## config.mk

```make
export PLATFORM = sky130hd
export DESIGN_NAME = card_game_fsm
export DESIGN_NICKNAME = d
export VERILOG_FILES = /design/src/rtl/card_game_fsm.sv
export SDC_FILE = /design/constraint.sdc
export NUM_CORES = 1
export LEC_CHECK = 0
export CORE_MARGIN = 2
export CORE_UTILIZATION = 45
export CTS_CLUSTER_SIZE = 24
export DETAILED_ROUTE_END_ITERATION = 12
export GPL_ROUTABILITY_DRIVEN = 1
export MAX_ROUTING_LAYER = met4
export PLACE_DENSITY = 0.61
export SLEW_MARGIN = 10
export SYNTH_ARGS = -nofsm -noshare
export SYNTH_HDL_FRONTEND = slang
export SYNTH_SLANG_ARGS = --single-unit
```

## constraint.sdc

```tcl
create_clock -name clk -period 33.6 [get_ports clk]
set_input_delay 3.36 -clock clk [delete_from_list [all_inputs] [get_ports clk]]
set_output_delay 3.36 -clock clk [all_outputs]
set_load 0.03 [all_outputs]
```

## src/rtl/card_game_fsm.sv

```systemverilog
// Arithmetic card game controller: pick a card, an operator and a second card; reduce to one card and compare it with TARGET.
// Optional one-level undo is compiled in when CARD_GAME_UNDO_EN is defined.
module card_game_fsm #(
  parameter int NUM_CARDS = 4,
  parameter int WIDTH     = 10,
  parameter int TARGET    = 24
) (
  input  logic                       clk,
  input  logic                       rst_n,
  input  logic                       start,
  input  logic                       restart,
  input  logic [3:0]                 key,
  input  logic [NUM_CARDS*WIDTH-1:0] deal,
  output logic [NUM_CARDS*WIDTH-1:0] nums,
  output logic [NUM_CARDS-1:0]       valid,
  output logic                       win,
  output logic                       lose,
  output logic                       err
);

  localparam int IDX_W = (NUM_CARDS > 1) ? $clog2(NUM_CARDS) : 1;

  localparam logic [2:0] IDLE    = 3'd0;
  localparam logic [2:0] PICK_A  = 3'd1;
  localparam logic [2:0] PICK_OP = 3'd2;
  localparam logic [2:0] PICK_B  = 3'd3;
  localparam logic [2:0] EXEC    = 3'd4;
  localparam logic [2:0] DONE    = 3'd5;

  localparam logic [3:0] KEY_ADD  = 4'hA;
  localparam logic [3:0] KEY_SUB  = 4'hB;
  localparam logic [3:0] KEY_MUL  = 4'hC;
  localparam logic [3:0] KEY_DIV  = 4'hD;
  localparam logic [3:0] KEY_UNDO = 4'hE;

  logic [2:0]       state;
  logic             start_q, restart_q;
  logic [3:0]       key_q;
  logic [WIDTH-1:0] cards [NUM_CARDS];
  logic [WIDTH-1:0] snap  [NUM_CARDS];
  logic [IDX_W-1:0] a_idx, b_idx;
  logic [3:0]       op;

  logic             start_ev, restart_ev, key_ev;
  logic             is_card, card_ok, is_op;
  logic [IDX_W-1:0] sel_idx, lo_idx, hi_idx;
  logic [WIDTH-1:0] a_val, b_val, result;
  logic             div_zero, one_left;
  logic [NUM_CARDS-1:0] valid_after;

  for (genvar i = 0; i < NUM_CARDS; i++) begin : g_nums
    assign nums[i*WIDTH +: WIDTH] = cards[i];
  end

  // Events come from the previous-cycle copies, so held keys never repeat.
  assign start_ev   = start & ~start_q;
  assign restart_ev = restart & ~restart_q & (state != IDLE);
  assign key_ev     = (key != 4'h0) && (key_q == 4'h0);

  assign is_card = (key != 4'h0) && (key <= 4'(NUM_CARDS));
  assign sel_idx = IDX_W'(key - 4'd1);
  assign card_ok = is_card && valid[sel_idx];
  assign is_op   = (key >= KEY_ADD) && (key <= KEY_DIV);

  assign a_val       = cards[a_idx];
  assign b_val       = cards[b_idx];
  assign div_zero    = (op == KEY_DIV) && (b_val == '0);
  assign lo_idx      = (a_idx < b_idx) ? a_idx : b_idx;
  assign hi_idx      = (a_idx < b_idx) ? b_idx : a_idx;
  assign valid_after = valid & ~(NUM_CARDS'(1) << hi_idx);
  assign one_left    = ($countones(valid_after) == 1);

  // NOTE: every always_comb output gets a default first so no latch is inferred.
  always_comb begin
    result = '0;
    case (op)
      KEY_ADD: result = a_val + b_val;
      KEY_SUB: result = a_val - b_val;
      KEY_MUL: result = a_val * b_val;
      KEY_DIV: result = (b_val == '0) ? '0 : a_val / b_val;
      default: result = '0;
    endcase
  end

`ifdef CARD_GAME_UNDO_EN
  logic [WIDTH-1:0]     undo_cards [NUM_CARDS];
  logic [NUM_CARDS-1:0] undo_valid;
  logic                 undo_full;
  logic                 undo_ev;

  assign undo_ev = key_ev && (key == KEY_UNDO) &&
                   (state inside {PICK_A, PICK_OP, PICK_B, DONE});
`endif

  // NOTE: sequential state uses non-blocking assignments only, so all registers update together.
  always_ff @(posedge clk or negedge rst_n) begin
    if (!rst_n) begin
      state     <= IDLE;
      start_q   <= 1'b0;
      restart_q <= 1'b0;
      key_q     <= 4'h0;
      valid     <= '0;
      win       <= 1'b0;
      lose      <= 1'b0;
      err       <= 1'b0;
      a_idx     <= '0;
      b_idx     <= '0;
      op        <= 4'h0;
      // NOTE: the card arrays are small register files and are cleared on reset, unlike RAM.
      for (int i = 0; i < NUM_CARDS; i++) begin
        cards[i] <= '0;
        snap[i]  <= '0;
      end
`ifdef CARD_GAME_UNDO_EN
      for (int i = 0; i < NUM_CARDS; i++) undo_cards[i] <= '0;
      undo_valid <= '0;
      undo_full  <= 1'b0;
`endif
    end else begin
      start_q   <= start;
      restart_q <= restart;
      key_q     <= key;
      err       <= 1'b0;
      if (start_ev) begin
        for (int i = 0; i < NUM_CARDS; i++) begin
          cards[i] <= deal[i*WIDTH +: WIDTH];
          snap[i]  <= deal[i*WIDTH +: WIDTH];
        end
        valid <= '1;
        win   <= 1'b0;
        lose  <= 1'b0;
        state <= PICK_A;
`ifdef CARD_GAME_UNDO_EN
        undo_full <= 1'b0;
`endif
      end else if (restart_ev) begin
        for (int i = 0; i < NUM_CARDS; i++) cards[i] <= snap[i];
        valid <= '1;
        win   <= 1'b0;
        lose  <= 1'b0;
        state <= PICK_A;
`ifdef CARD_GAME_UNDO_EN
        undo_full <= 1'b0;
`endif
      end
`ifdef CARD_GAME_UNDO_EN
      else if (undo_ev) begin
        if (undo_full) begin
          for (int i = 0; i < NUM_CARDS; i++) cards[i] <= undo_cards[i];
          valid     <= undo_valid;
          win       <= 1'b0;
          lose      <= 1'b0;
          state     <= PICK_A;
          undo_full <= 1'b0;
        end else begin
          err <= 1'b1;
        end
      end
`endif
      else begin
        case (state)
          PICK_A: if (key_ev && card_ok) begin
            a_idx <= sel_idx;
            state <= PICK_OP;
          end
          PICK_OP: if (key_ev) begin
            if (is_op) begin
              op    <= key;
              state <= PICK_B;
            end else if (card_ok) begin
              a_idx <= sel_idx;
            end
          end
          PICK_B: if (key_ev) begin
            if (card_ok && (sel_idx != a_idx)) begin
              b_idx <= sel_idx;
              state <= EXEC;
            end else if (is_op) begin
              op <= key;
            end else if (is_card) begin
              err <= 1'b1;
            end
          end
          EXEC: begin
`ifdef CARD_GAME_UNDO_EN
            for (int i = 0; i < NUM_CARDS; i++) undo_cards[i] <= cards[i];
            undo_valid <= valid;
            undo_full  <= 1'b1;
`endif
            if (div_zero) begin
              err   <= 1'b1;
              state <= PICK_A;
            end else begin
              cards[lo_idx] <= result;
              valid         <= valid_after;
              if (one_left) begin
                state <= DONE;
                win   <= (result == WIDTH'(TARGET));
                lose  <= (result != WIDTH'(TARGET));
              end else begin
                state <= PICK_A;
              end
            end
          end
          default: ;
        endcase
      end
    end
  end

endmodule

```

After elaboration in Yosys (flattened, before gate mapping). Index checks and enable logic that the tools add are counted.

Register bits: 104. Input bits: 48. Output and inout bits: 47. Word-level logic and storage cells: 157.

$add $sub $neg: 6. Multiply operators: 1. Divide/modulo/power cells: 1. $lt $le $gt $ge: 9. Eq/ne operators: 24. Shifts and indexed selects: 1. Mux-type cells: 61. Bitwise gates (word level): 12. Reductions and logical operators: 23.

Operators by type and width (number): 40-bit 2-to-1 mux (4); 10-bit 2-to-1 mux (6); 10-bit binary-select mux with 2-bit select (2); 40-bit bitwise mux (1); 10-bit one-hot mux with 4 select lines (1); 4-bit 2-to-1 mux (8); 3-bit 2-to-1 mux (9); 10-bit demux with 2-bit select (1); 4-bit inequality test (second input constant) (5); 1-bit 2-to-1 mux (18); 4-bit equality test (second input constant) (4); 2-bit 2-to-1 mux (6); 2-bit inequality test (second input constant) (6); 3-bit one-hot mux with 4 select lines (1); 6-bit AND reduction (2); 10-bit adder (1); 10-bit by 10-bit divider with 10-bit output (1); 10-bit by 5-bit equality test with 1-bit output (second input constant) (1); 10-bit logical NOT (1); 10-bit by 10-bit multiplier with 10-bit output (1); 10-bit by 5-bit inequality test with 1-bit output (second input constant) (1); 10-bit subtractor (1); 3-bit greater-or-equal comparator (second input constant) (3); 2-bit inverter with 3-bit output (3); other kinds (33) (51).

Depth between registers and ports, before layout. Gate-level depths: netlist (run 1).

Depth after elaboration: 13. Depth in mapped cells: 84. Mapped depth without buffers: 78.

Least setup slack after synthesis (run 1). No wires, ideal clock.

Path type: register to register. Start point: register b_idx[0]. End point: register lose. Setup time: 0.120 ns. Data arrival time: 17.155 ns. Required time: 33.480 ns. Slack: 16.325 ns. Cell stages (with the launch flop): 78. Buffers on the path: 6. Clock period less this slack: 17.275 ns. Path through: dfrtp_1 buf_6 mux4_2 or4_4 buf_2 nor2_2 a31oi_1 a31oi_1 ha_1 o21a_1 nor2_1 nor3_1 mux2i_1 inv_1 ha_1 a21o_1 or3_1 nor4_1 [... 42 more ...] and3_1 nand4_1 nor3_1 a221oi_2 a311oi_4 mux2_2 ha_1 a21o_1 a21o_1 a21o_1 a21o_1 a21o_1 a21o_1 a21o_1 o21ai_0 a21oi_2 or4b_1 o211a_1.

Word-level cells in the longest chain between the ends: 13. Elaborated cells on any way between the ends: 30. Classes of those cells: add/sub: 5; mul: 1; div: 1; order compare: 1; eq/ne: 3; shift: 1; mux: 11; bitwise: 3; reduce/logical: 4.

Ends and longest elaborated chain: from (decl) (RTL line 41) `logic [IDX_W-1:0] a_idx, b_idx;`; from (signal assigned) (RTL line 176) `b_idx <= sel_idx;`; 2-bit inverter with 3-bit output (not written as such) (RTL line 66) `assign b_val = cards[b_idx];`; 10-bit binary-select mux with 2-bit select (RTL line 66); 10-bit 2-to-1 mux (not written as such) (2 in a row) (RTL line 66); 10-bit by 10-bit divider with 10-bit output or 10-bit logical NOT (tied branches) (RTL line 80, 67); 10-bit 2-to-1 mux (RTL line 80) `KEY_DIV: result = (b_val == '0) ? '0 : a_val / b_val;`; 10-bit one-hot mux with 4 select lines (RTL line 76) `case (op)`; 10-bit by 5-bit inequality test with 1-bit output (RTL line 199) `lose <= (result != WIDTH'(TARGET));`; 1-bit 2-to-1 mux (RTL line 196) `if (one_left) begin`; 1-bit 2-to-1 mux (RTL line 190) `if (div_zero) begin`; 1-bit 2-to-1 mux (RTL line 161) `case (state)`; 1-bit 2-to-1 mux (RTL line 136) `end else if (restart_ev) begin`; 1-bit 2-to-1 mux (RTL line 124) `if (start_ev) begin`; to (signal assigned) (RTL line 199); to (decl) (RTL line 17) `output logic lose,`.

Parallel ways exist; a longest one is shown, timed or not. The select of a mux whose other input is x is not followed. A chain may end at the register's enable or synchronous reset.

Worst setup path after layout (run 1). Same ends and word-level chain as after synthesis.

==> results by group, run 1 <==
GRT
  • Initial antenna violation count: 0
  • First-pass GRT wire length: 55730 um
  • Total grt overflow: 0
  • GRT Util Overall: 28.50%
  • Largest net degree at the start of global routing: 82
  • Number of global-route vias before repair: 9943

Synthesis
  • Mean Syn Cell Area: 8.433 sq um
  • Cell area after synthesis: 10840 sq um
  • Unique masters post-synth: 97
  • Main synth FF type: dfrtp_1
  • Synth warnings: 0
  • Synth Register Bits: 104
  • Share of synthesized registers carrying an async set or reset: 100.0%
  • Post-Synthesis Cells: 1285
  • Post-synth EDFFs: 0
  • Post-synthesis sequential area ratio: 24.02%
  • Syn nets: 1455

Worst setup path
  • Slowest stage delay, CP: 0.89 ns
  • Required time worst endpoint: 33.84 ns
  • Critical path arrival: 19.86 ns
  • CP startpoint kind: flop
  • Max Fanout on Critical Path: 13
  • Crit path from: b_idx[0]$_DFFE_PN0P_
  • Type of the worst setup path: reg2reg
  • RR Startpoint: b_idx[0]$_DFFE_PN0P_
  • R2R depth: 71
  • RR Endpoint: lose$_DFFE_PN0P_
  • Reg2Reg Setup Slack: 13.98 ns
  • Endpoint class of the critical path: flop
  • CP max-delay cell: mux4_1

Worst hold path
  • Worst hold path type: reg2reg
  • Worst hold path depth: 2
  • Worst hold path startpoint: snap[31]$_DFFE_PN0P_
  • Hold EP: snap[31]$_DFFE_PN0P_

Timing
  • Final period util: 58.40%
  • Final Hold Vio Count: 0
  • Slew Limit Fails: 0
  • RSZ-0062 raised after global routing: no
  • Setup TNS: 0 ns
  • Rel. slew slack: 36.26%
  • Final setup fails: 0
  • Clock skew: 0.008933 ns
  • Slew @ Worst Pin: 0.9520 ns
  • Min Clock Period, post-route: 19.62 ns
  • Max frequency: 50.97 MHz

Finish
  • Commonest non-fill, non-tap cells in the layout: 202 x nand2_1, 121 x nor2_1, 104 x dfrtp_1
  • # fillers: 2307
  • Commonest non-fill, non-tap cell in the layout: nand2_1
  • Share of layout cells above drive strength 1: 8.272%
  • Antenna cell count: 0
  • Final #Nets: 1520
  • Area Overhead vs Synth: 14.24%

CTS
  • Clk sink count: 104
  • Worst-path clk slew: 0.08 ns
  • TritonCTS clock tree: done
  • Post-CTS Hold Fix Bufs: 0
  • Post-CTS sizing: 0
  • Clock tree buffer depth: 2
  • # Post-CTS Setup Buffers: 0
  • CTS Buf Count: 9
  • Clk Latency, worst-skew pair: 0.36 ns
  • H-tree levels: 3
  • Root Buffer: clkbuf_16

Routing
  • Initial DRC count: 1024
  • Vias: 10180
  • Routed length per instance: 20.95 um
  • # DRC: 0
  • Final ANT Viol Nets: 0
  • Routed WL: 35040 um
  • DRT Pass-1 Iters: 9
  • Via density: 6.087

Pwr
  • Comb pwr share: 72.7%
  • Pleak: 5.456 nW
  • Maximum VDD drop: 0.00003562 V
  • Clock power share: 10.8%
  • Pwr Total: 0.0009505 W
  • Register share of total power: 16.5%
  • Switching Fraction: 49.18%
  • Power Density: 76.78 nW/um^2
  • Int Pwr: 0.0004831 W
  • NetSw: 0.0004674 W

Floorplanning
  • Die area: 25340 sq um
  • Row count: 56
  • Core area: 23540 sq um
  • Chip width: 159.2 um
  • Die Span Y: 159.2 um
  • I/O pin count: 95
  • Initial Utilization: 46.03%

Run
  • Max-cap violation count: 0

Placed design
  • Placer Congestion: 0.9090
  • IO Port Bufs: 94
  • Hpwl dp: 26200 um

Run status
  • Status: finished, final reports clean
synth_stat cells (27+ instances only):
library cell	number	share of area [%]
nand2_1	202	7.0
nor2_1	122	4.2
dfrtp_1	104	24
ha_1	98	11
a21oi_1	86	4.0
inv_1	83	2.9
xnor2_1	46	3.7
clkbuf_1	45	1.6
a222oi_1	37	3.4
o21ai_0	33	1.5
a21o_1	27	1.9
nand3_1	27	1.2
nor3_1	27	1.2
routing by layer:
layer | vias up | routed length (um) | part of all wire [%] | global-route usage (%)
met4 | 0 | 869 | 2.5 | 7.686
met2 | 418 | 17010 | 49 | 47.09
met5 | - | 0 | 0 | -
met3 | 48 | 2253 | 6.4 | 3.308
li1 | 4785 | - | - | -
met1 | 4932 | 14910 | 43 | 37.27
stage by stage:
stage | hold WS, ns | std cells | instance area [sq um] | util [%] | setup slack, ns
CTS | 0.4805 | 1673 | 12380 | 52.58 | 14.12
floorplan | 0.4465 | 1285 | 10840 | - | 16.32
global placement | 0.4575 | 1658 | 12100 | 51.40 | 14.56
finish | 0.4786 | 1673 | 12380 | 52.58 | 13.98
detailed placement | 0.4636 | 1658 | 12100 | 51.40 | 14.21
global route | 0.5015 | 1673 | 12380 | 52.58 | 12.57
cells by family after synthesis:
family,after synthesis,synth area share (%)
AND/OR/NAND/NOR,490,20.89
flip-flops,104,24.02
XOR/XNOR,64,5.300
multiplexers,57,8.694
buffers and inverters,142,5.149
adder cells (fa/ha/maj),123,15.84
AO/OA/AOI/OAI,305,20.11
critical path, delay by kind of cell (launching register included):
kind	cells	cell delay (ns)
AO/OA/AOI/OAI	35	7.94
buffers and inverters	3	0.21
adder cells (fa/ha/maj)	9	3.00
multiplexers	7	2.97
flip-flops	1	0.74
AND/OR/NAND/NOR	17	4.61
power groups by stage:
stage / Clock [W] / Sequential, W / Combinational (W)
2_1_floorplan: 0 / 0.000164 / 0.000506
3_3_place_gp: 0 / 0.000158 / 0.000681
3_5_place_dp: 0 / 0.000158 / 0.000684
4_1_cts: 0.000104 / 0.000156 / 0.000689
5_1_grt: 0.000109 / 0.000158 / 0.000772
6_report: 0.000103 / 0.000157 / 0.000691
state kept, by name, indices dropped and copies added (netlist names):
register   cells
op             4
snap          40
start_q        1
lose           1
key_q          4
err            1
win            1
nums          40
b_idx          2
restart_q      1
state          3
a_idx          2
valid          4
cell type report:
cell class	count	area [sq um]	area share, %
Clock inverter	6	52.55	0.4245
Inverter	84	315.3	2.547
Tap cell	319	399.1	3.224
Sequential cell	104	2603	21.02
Clock buffer	9	225.2	1.819
Timing Repair Buffer	112	1074	8.672
Multi-Input combinational cell	1039	7711	62.29
worst max-delay path by stage:
stage / slack, ns / cells after the start / end
2_1_floorplan: 16.32 / 77 / lose$_DFFE_PN0P_
3_3_place_gp: 14.56 / 70 / lose$_DFFE_PN0P_
3_5_place_dp: 14.21 / 71 / lose$_DFFE_PN0P_
4_1_cts: 14.12 / 71 / lose$_DFFE_PN0P_
5_1_grt: 12.57 / 71 / win$_DFFE_PN0P_
6_report: 13.98 / 71 / lose$_DFFE_PN0P_
Note: power is estimated with default switching activity, not from simulation.
==> inputs of run 2 (changes only) <==
PLACE_DENSITY = 0.63   (was 0.61)
clock period = 16.75 ns   (was 33.6 ns; I/O delays follow)
==> run 2 against run 1 <==
Effect of this change:
- cell count grew 5.3%
- die area is the same
- highest routed layer unchanged
- critical path type unchanged
- register-to-register slack lost 13 ns
- sequential share of layout area shrank 1.7 points
- non-clock buffer count grew 88
- worst hold slack gained 0.0014 ns
- via count grew 6.1%
- clock power grew 100%
- first-iteration DRC count grew 16%
- largest cell class unchanged
==> results by group, run 2 (synthesis results as in run 1) <==
Placed design
  • IO Port Bufs: 94 (unchanged)
  • Hpwl dp: 27930 um (+6.6%)
  • Setup slack at placement: -0.4064 ns (-14.62 ns)
  • Placer Congestion: 0.9296 (+2.3%)

Pwr
  • Pleak: 5.964 nW (+9.3%)
  • Maximum VDD drop: 0.00007824 V (+120%)
  • Pwr Total: 0.002061 W (+120%)
  • Power Density: 153.0 nW/um^2 (+99%)

Routing
  • Initial DRC count: 1187 (+16%)
  • Final ANT Viol Nets: 0 (unchanged)
  • Vias: 10810 (+6.1%)
  • # DRC: 0 (unchanged)
  • DRT Pass-1 Iters: 10 (+1)
  • Routed length per instance: 21.18 um (+1.1%)
  • Routed WL: 37310 um (+6.5%)
  • Via density: 6.133 (+0.76%)

Worst hold path
  • Worst hold path type: reg2reg

Finish
  • Share of layout cells above drive strength 1: 17.67% (+9.4 points)
  • Commonest non-fill, non-tap cells in the layout: 200 x nand2_1, 118 x nor2_1, 105 x buf_4
  • Commonest non-fill, non-tap cell in the layout: nand2_1
  • Antenna cell count: 0 (unchanged)
  • Final #Nets: 1608 (+5.8%)
  • Area Overhead vs Synth: 24.30%

GRT
  • First-pass GRT wire length: 57210 um (+2.6%)
  • Total grt overflow: 0 (unchanged)
  • Largest net degree at the start of global routing: 82 (unchanged)
  • GRT Util Overall: 29.31% (+0.81 points)
  • Initial antenna violation count: 1 (+1)
  • Number of global-route vias before repair: 10250 (+3.1%)

Timing
  • Slew Limit Fails: 0 (unchanged)
  • Rel. slew slack: 19.17% (-17 points)
  • Final setup fails: 0 (unchanged)
  • Slew @ Worst Pin: 1.212 ns (+0.2605 ns)
  • Clock skew: 0.01486 ns (+0.005923 ns)
  • Final period util: 96.90% (+39 points)
  • Setup ws final: 0.5190 ns (-13.46 ns)
  • Final Hold Vio Count: 0 (unchanged)
  • Min Clock Period, post-route: 16.23 ns (-3.390 ns)
  • WHS: 0.4801 ns (+0.001441 ns)
  • Max frequency: 61.61 MHz (+21%)

Worst setup path
  • Critical Path Most Common Cell: a21o_1
  • Required time worst endpoint: 16.99 ns (-16.85 ns)
  • Slowest stage delay, CP: 0.58 ns (-0.31 ns)
  • CP startpoint kind: flop
  • Endpoint class of the critical path: flop
  • Max Fanout on Critical Path: 9 (-4)
  • Type of the worst setup path: reg2reg
  • Critical path arrival: 16.47 ns (-3.39 ns)
  • CP max-delay cell: or4_4

CTS
  • Clk Latency, worst-skew pair: 0.36 ns (about the same)
  • TritonCTS clock tree: done
  • H-tree levels: 3 (unchanged)
  • Root Buffer: clkbuf_16
  • Worst-path clk slew: 0.07 ns (about the same)
  • Clock tree buffer depth: 2 (unchanged)
  • Clk sink count: 104 (unchanged)
  • CTS Buf Count: 9 (unchanged)

Run status
  • Status: finished, final reports clean

Floorplanning
  • Die Span Y: 159.2 um (unchanged)
  • Core area: 23540 sq um (unchanged)
  • Row count: 56 (unchanged)
  • Initial Utilization: 46.03% (unchanged)
  • I/O pin count: 95 (unchanged)
  • Die area: 25340 sq um (unchanged)
  • Chip width: 159.2 um (unchanged)

Run
  • Max-cap violation count: 0 (unchanged)
==> run 2: final cells by class <==
type                    instances  area [sq um]
fillers                      2194         10070
multi-input cells            1039          8112
flip-flops and latches        104          2604
repair buffers                200          1750
well taps                     319         399.1
inverters                      84         315.3
clock buffers                  10         239.0
clock inverters                 6         51.30
==> run 2: stage by stage <==
stage	area (sq um)	cells	utilization, %	TNS (ns)
after global routing	13470	1762	57.22	-0.4552
final	13470	1762	57.22	0
after floorplan	10860	1285	-	0
after CTS	12980	1748	55.15	0
after global placement	12670	1732	53.81	0
after detailed placement	12670	1732	53.81	-1.181
==> run 2: where the power goes <==
group / internal (W) / switching (W) / total, W
Clock: 0.000107 / 0.0000993 / 0.000206
Sequential: 0.000279 / 0.0000266 / 0.000306
Combinational: 0.000694 / 0.000855 / 0.00155
Total: 0.00108 / 0.000981 / 0.00206
==> run 2: critical path: cells and delay by family, from the launching register on <==
family,cells,cell delay [ns]
xor+xnor,1,0.19
mux,6,1.87
flops,1,0.43
compound gates,39,7.21
simple gates,16,3.13
fa+ha+maj,9,2.44
buf+inv,7,0.79
==> run 2: timing repair <==
item,in CTS,in global routing
pin swaps,0,34
buffers inserted,0,14
hold buffers,0,0
gates cloned,0,0
resized for setup,8,77
endpoints found under the setup margin,6,6
endpoints found under the hold margin,0,0
==> run 2: layer usage <==
metal  global-route usage (%)  up-vias  part of all wire, %
li1                         -     4968                    -
met1                    37.84     5229                   41
met2                    47.87      511                   48
met3                    3.881       98                  7.5
met4                    9.545        0                  3.5
met5                        -        -                    0
==> run 2: worst paths after layout <==
check                                     start                    to  cells past startpoint  slack (ns)
max                        b_idx[0]$_DFFE_PN0P_      lose$_DFFE_PN0P_                     78        0.52
min                        snap[21]$_DFFE_PN0P_  snap[21]$_DFFE_PN0P_                      2        0.48
max reg2reg                b_idx[0]$_DFFE_PN0P_      lose$_DFFE_PN0P_                     78        0.52
min reg2reg                snap[21]$_DFFE_PN0P_  snap[21]$_DFFE_PN0P_                      2        0.48
max in group asynchronous                 rst_n  b_idx[0]$_DFFE_PN0P_                      2       14.15
min in group asynchronous                 rst_n     start_q$_DFF_PN0_                      1        1.25
==> RTL change 1, RTL diff (settings of run 1) <==
`key_q` no longer has a reset.
--- a/src/rtl/card_game_fsm.sv
+++ b/src/rtl/card_game_fsm.sv
@@ -98,7 +98,6 @@
       state     <= IDLE;
       start_q   <= 1'b0;
       restart_q <= 1'b0;
-      key_q     <= 4'h0;
       valid     <= '0;
       win       <= 1'b0;
       lose      <= 1'b0;
@@ -119,7 +118,6 @@
     end else begin
       start_q   <= start;
       restart_q <= restart;
-      key_q     <= key;
       err       <= 1'b0;
       if (start_ev) begin
         for (int i = 0; i < NUM_CARDS; i++) begin
@@ -208,5 +206,9 @@
     end
   end
 
+  always_ff @(posedge clk) begin
+    key_q <= key;
+  end
+
 endmodule
 
Check against the original RTL: same outputs for any inputs over 4 cycles, from zero or initial values and one cycle with rst_n low; that may be too few to reach the edited logic, so the function may still have changed.
==> RTL change 1 against run 1 <==
Final area about the same. Worst setup slack lost 21 ps. Routed wire length fell by 2.2%. Synthesized cell count stayed put. Sequential cell count did not move. Non-clock buffer count rose by 1. Area after synthesis down 0.18%. Total power decreased by 0.19%. Global-route usage down 0.75 points. Critical path depth grew 2. Largest cell class unchanged. Largest power group unchanged.
==> RTL change 1: results (changes against run 1) <==
Outcome
  – Status: finished, final reports clean

CTS
  – Longest Clk Path Bufs: 2 (unchanged)
  – Clk root buf: clkbuf_16
  – Clock Latency Late Sink: 360 ps (about the same)
  – Total CTS buffers: 9 (unchanged)

Layout
  – Share of cells above drive strength 1: 8.26% (-0.012 points)

Timing
  – Clock skew: 11.9 ps (+2.93 ps)
  – Worst Max-Slew Pin Slew: 1070 ps (+118 ps)

Placed design
  – DP Worst Slack: 14200 ps (-12.6 ps)
  – Final HPWL DP: 25800 µm (-1.4%)
  – IO buf count: 94 (unchanged)
  – GPL Wtd Cong: 0.931 (+2.4%)

Global route
  – Number of global-route vias before repair: 9688 (-2.6%)
  – GRT Resource Usage Total: 27.7% (-0.75 points)
  – Met2 GRT Util: 45.0% (-2.1 points)
  – Routing usage on met3: 3.57% (+0.26 points)
  – First-pass GRT wire length: 54200 µm (-2.8%)
  – GRT met1 Usage: 36.5% (-0.82 points)

Pwr
  – Leak pwr: 5.45 nW (about the same)
  – Max VDD drop: 0.0433 mV (+22%)

Detailed routing
  – DR iter-0 viols: 1056 (+3.1%)
  – Pre-Repair DR Iteration Count: 7 (-2)
  – DR vias/cell: 6.04 (-0.80%)
  – WL final: 34300 µm (-2.2%)

Logic synthesis
  – Yosys warns: 0 (unchanged)
  – Commonest cells post-synth: nand2_1 (202), nor2_1 (122), dfrtp_1 (100)
  – Post-synth ARST share: 96.2% (-3.8 points)
  – Synth Flop Type: dfrtp_1
  – Post-synth cell types: 98 (+1.0%)
  – Synth top area cells: dfrtp_1 (23%), ha_1 (11%), nand2_1 (7.0%), mux4_2 (5.0%), fa_1 (4.4%)
  – Sequential area share after synthesis: 23.9% (-0.14 points)

Worst setup path
  – Worst Path Arrival: 19900 ps (+40 ps)
  – Max stage delay on crit path: 880 ps
  – CP max stage cell: mux4_1
RTL change 1: cell count changes after synthesis:
cell | run 1 | this run
dfrtp_1 | 104 | 100
dfxtp_1 | 0 | 4
RTL change 1: cells by family (layout without fill, tap and decap cells):
family / after synthesis / after routing / share of synthesized area, %
adder cells (fa/ha/maj): 123 / 123 / 15.9
XOR/XNOR: 64 / 64 / 5.31
AO/OA/AOI/OAI: 305 / 305 / 20.2
AND/OR/NAND/NOR: 490 / 490 / 20.9
flip-flops: 104 / 104 / 23.9
multiplexers: 57 / 57 / 8.71
buffers and inverters: 142 / 213 / 5.16
RTL change 1: critical path, delay by kind of cell (launching register included):
| kind | cells | cell delay [ps] |
|---|---|---|
| flip-flops | 1 | 720 |
| XOR/XNOR | 1 | 70 |
| multiplexers | 7 | 2900 |
| buffers and inverters | 3 | 220 |
| AND/OR/NAND/NOR | 19 | 4880 |
| AO/OA/AOI/OAI | 34 | 7740 |
| adder cells (fa/ha/maj) | 9 | 2990 |
RTL change 1: where the power goes:
group          switching, mW  total, mW  internal [mW]
registers             0.0171      0.156          0.139
clock network         0.0516      0.104         0.0522
logic                  0.396      0.689          0.293
RTL change 1: stage by stage:
stage,std cells,power (mW),instance area (µm²)
floorplan,1285,0.670,10800
global placement,1659,0.834,12100
detailed placement,1659,0.840,12100
CTS,1675,0.949,12400
global route,1675,1.03,12400
finish,1675,0.949,12400
RTL change 1: path summary, 6_finish.rpt:
check	slack (ps)	end	startpoint	cells past startpoint
setup / recovery	13960	lose	b_idx[0]	73
hold / removal	480	snap[23]	snap[23]	2
setup reg to reg	13960	lose	b_idx[0]	73
hold reg to reg	480	snap[23]	snap[23]	2
max in group asynchronous	29400	nums[6]	rst_n	2
min in group asynchronous	2900	start_q	rst_n	1
RTL change 1: layout make-up:
cell class | instances | area, µm²
Fill cell | 2297 | 11200
Multi-Input combinational cell | 1039 | 7710
Sequential cell | 104 | 2580
Timing Repair Buffer | 113 | 1080
Tap cell | 319 | 399
Inverter | 84 | 315
Clock buffer | 10 | 229
Clock inverter | 6 | 61.3
RTL change 1: layer usage:
layer,part of all wire (%),vias to the layer above
li1,-,4801
met1,44,4906
met2,48,356
met3,6.3,51
met4,2.4,0
met5,0,-
==> RTL change 2, RTL diff (flow settings as in run 1) <==
Made on the original files. Build with the macro `CARD_GAME_UNDO_EN` defined.
--- a/src/rtl/card_game_fsm.sv
+++ b/src/rtl/card_game_fsm.sv
@@ -1,5 +1,7 @@
 // Arithmetic card game controller: pick a card, an operator and a second card; reduce to one card and compare it with TARGET.
 // Optional one-level undo is compiled in when CARD_GAME_UNDO_EN is defined.
+`define CARD_GAME_UNDO_EN
+
 module card_game_fsm #(
   parameter int NUM_CARDS = 4,
   parameter int WIDTH     = 10,
Check against the original RTL: not equivalent (a bounded check fails within 4 cycles, from zero or initial values and one cycle with rst_n low).
==> RTL change 2 against run 1 <==
Count of clock-buffer cells in the layout grew 13. Area after synthesis grew 19%. Sequential cell count grew 45. Worst setup slack gained 950 ps. Routed wire length grew 17%. Highest routed layer unchanged. Critical path depth shrank 7. Global-route usage shrank 0.20 points. Critical endpoint is now win. Via count grew 15%. Final area grew 21%.
Power is not shown: default switching activity piles up to over one toggle a cycle in this logic, so the estimate is an artifact.
==> RTL change 2: results (changes against run 1) <==
Outcome
  – Status: finished, final reports clean

Timing
  – Fin Hold WS: 471 ps (-8.02 ps)
  – Final WS setup: 14930 ps (+949 ps)
  – Setup TNS: 0 ps (unchanged)
  – Clock skew: 6.46 ps (-2.47 ps)
  – Worst Max-Slew Pin Slew: 972 ps (+20.0 ps)

Logic synthesis
  – Post-synth cell types: 83 (-14%)
  – Commonest cells post-synth: nand2_1 (268), dfrtp_1 (149), nor2_1 (133)
  – Sequential area share after synthesis: 28.9% (+4.9 points)
  – Yosys warns: 0 (unchanged)
  – Synth Flop Type: dfrtp_1
  – Synth top area cells: dfrtp_1 (29%), ha_1 (9.6%), nand2_1 (7.8%), mux2_2 (5.1%), nor2_1 (3.9%)
  – Post-synth ARST share: 100% (unchanged)

CTS
  – Clk slew on worst S/H paths: 60 ps (-20 ps)
  – Total CTS buffers: 17 (+8)
  – Post-CTS setup buffers: 0 (unchanged)
  – Clock Latency Late Sink: 440 ps (+80 ps)
  – H-tree levels: 4 (+1)
  – Post-CTS sizing: 0 (unchanged)
  – Longest Clk Path Bufs: 2 (unchanged)
  – Clk root buf: clkbuf_16

Detailed routing
  – Max layer used: met4
  – DR WL met3: 1720 µm (-24%)
  – Pre-Repair DR Iteration Count: 5 (-4)
  – Wire per inst: 20.8 µm (-0.50%)
  – Via count: 11800 (+15%)
  – Met1 WL: 18400 µm (+23%)
  – Met2 WL: 19800 µm (+16%)
  – DR iter-0 viols: 923 (-9.9%)

Placed design
  – DP Worst Slack: 15130 ps (+922 ps)
  – GPL Wtd Cong: 0.964 (+6.0%)
  – IO buf count: 94 (unchanged)
  – Final HPWL DP: 29900 µm (+14%)

Worst setup path
  – Crit-path max FO: 12 (-1)
  – CP max stage cell: mux4_1
  – Worst Path Arrival: 19050 ps (-810 ps)
  – Max stage delay on crit path: 840 ps (-50 ps)
  – Family with the most delay on the worst path: compound AO/OA/AOI/OAI gates

Global route
  – GRT Resource Usage Total: 28.3% (-0.20 points)
  – Initial antenna violation count: 0 (unchanged)
  – Routing usage on met3: 2.96% (-0.35 points)
  – GRT met1 Usage: 37.0% (-0.29 points)
  – Largest net degree at the start of global routing: 90 (+9.8%)
  – First-pass GRT wire length: 65000 µm (+17%)
  – Met2 GRT Util: 46.7% (-0.41 points)

Layout
  – Share of cells above drive strength 1: 10.5% (+2.3 points)
  – Nets@finish: 1734 (+14%)
  – Filler Cell Count: 2707 (+17%)
  – ANT cells: 0 (unchanged)

Worst hold path
  – Class of the worst hold path: reg2reg
## RTL change 2: cell types whose count changed after synthesis, sizes merged, moves of 19 or more
| cell | delta |
|---|---|
| o211ai | +19 |
| dfrtp | +45 |
| mux2 | +46 |
| nand2 | +65 |
| o21ai | +37 |
| a222oi | -36 |
## RTL change 2: final cells by class
| class | instances | share of cell area, % |
|---|---|---|
| Multi-Input combinational cell | 1191 | 57.8 |
| Sequential cell | 149 | 25.0 |
| Timing Repair Buffer | 118 | 7.52 |
| Tap cell | 384 | 3.22 |
| Clock buffer | 22 | 3.18 |
| Inverter | 86 | 2.16 |
| Clock inverter | 10 | 1.12 |
## RTL change 2: cell families after synthesis
| group | count (synthesis) | synth area share [%] |
|---|---|---|
| adders and majority gates | 123 | 13.3 |
| and+or+nand+nor | 530 | 17.9 |
| DFF | 149 | 28.9 |
| muxes | 97 | 11.1 |
| buffers and inverters | 151 | 4.58 |
| AOI/OAI and AO/OA | 375 | 19.7 |
| xor gates and xnor gates | 66 | 4.48 |
## RTL change 2: stage by stage
step	instance area, µm²	instances	util (%)
finish	14900	1960	52.4
global route	14900	1960	52.4
CTS	14900	1960	52.4
detailed placement	14300	1928	50.2
global placement	14300	1928	50.2
floorplan	12900	1491	-
## RTL change 2: worst paths after layout
| check | from | to | depth (start not counted) |
|---|---|---|---|
| max | b_idx[0] | win | 64 |
| min | snap[4] | snap[4] | 2 |
| max reg2reg | b_idx[0] | win | 64 |
| min reg2reg | snap[4] | snap[4] | 2 |
| max in group asynchronous | rst_n | nums[0] | 2 |
| min in group asynchronous | rst_n | nums[18] | 1 |
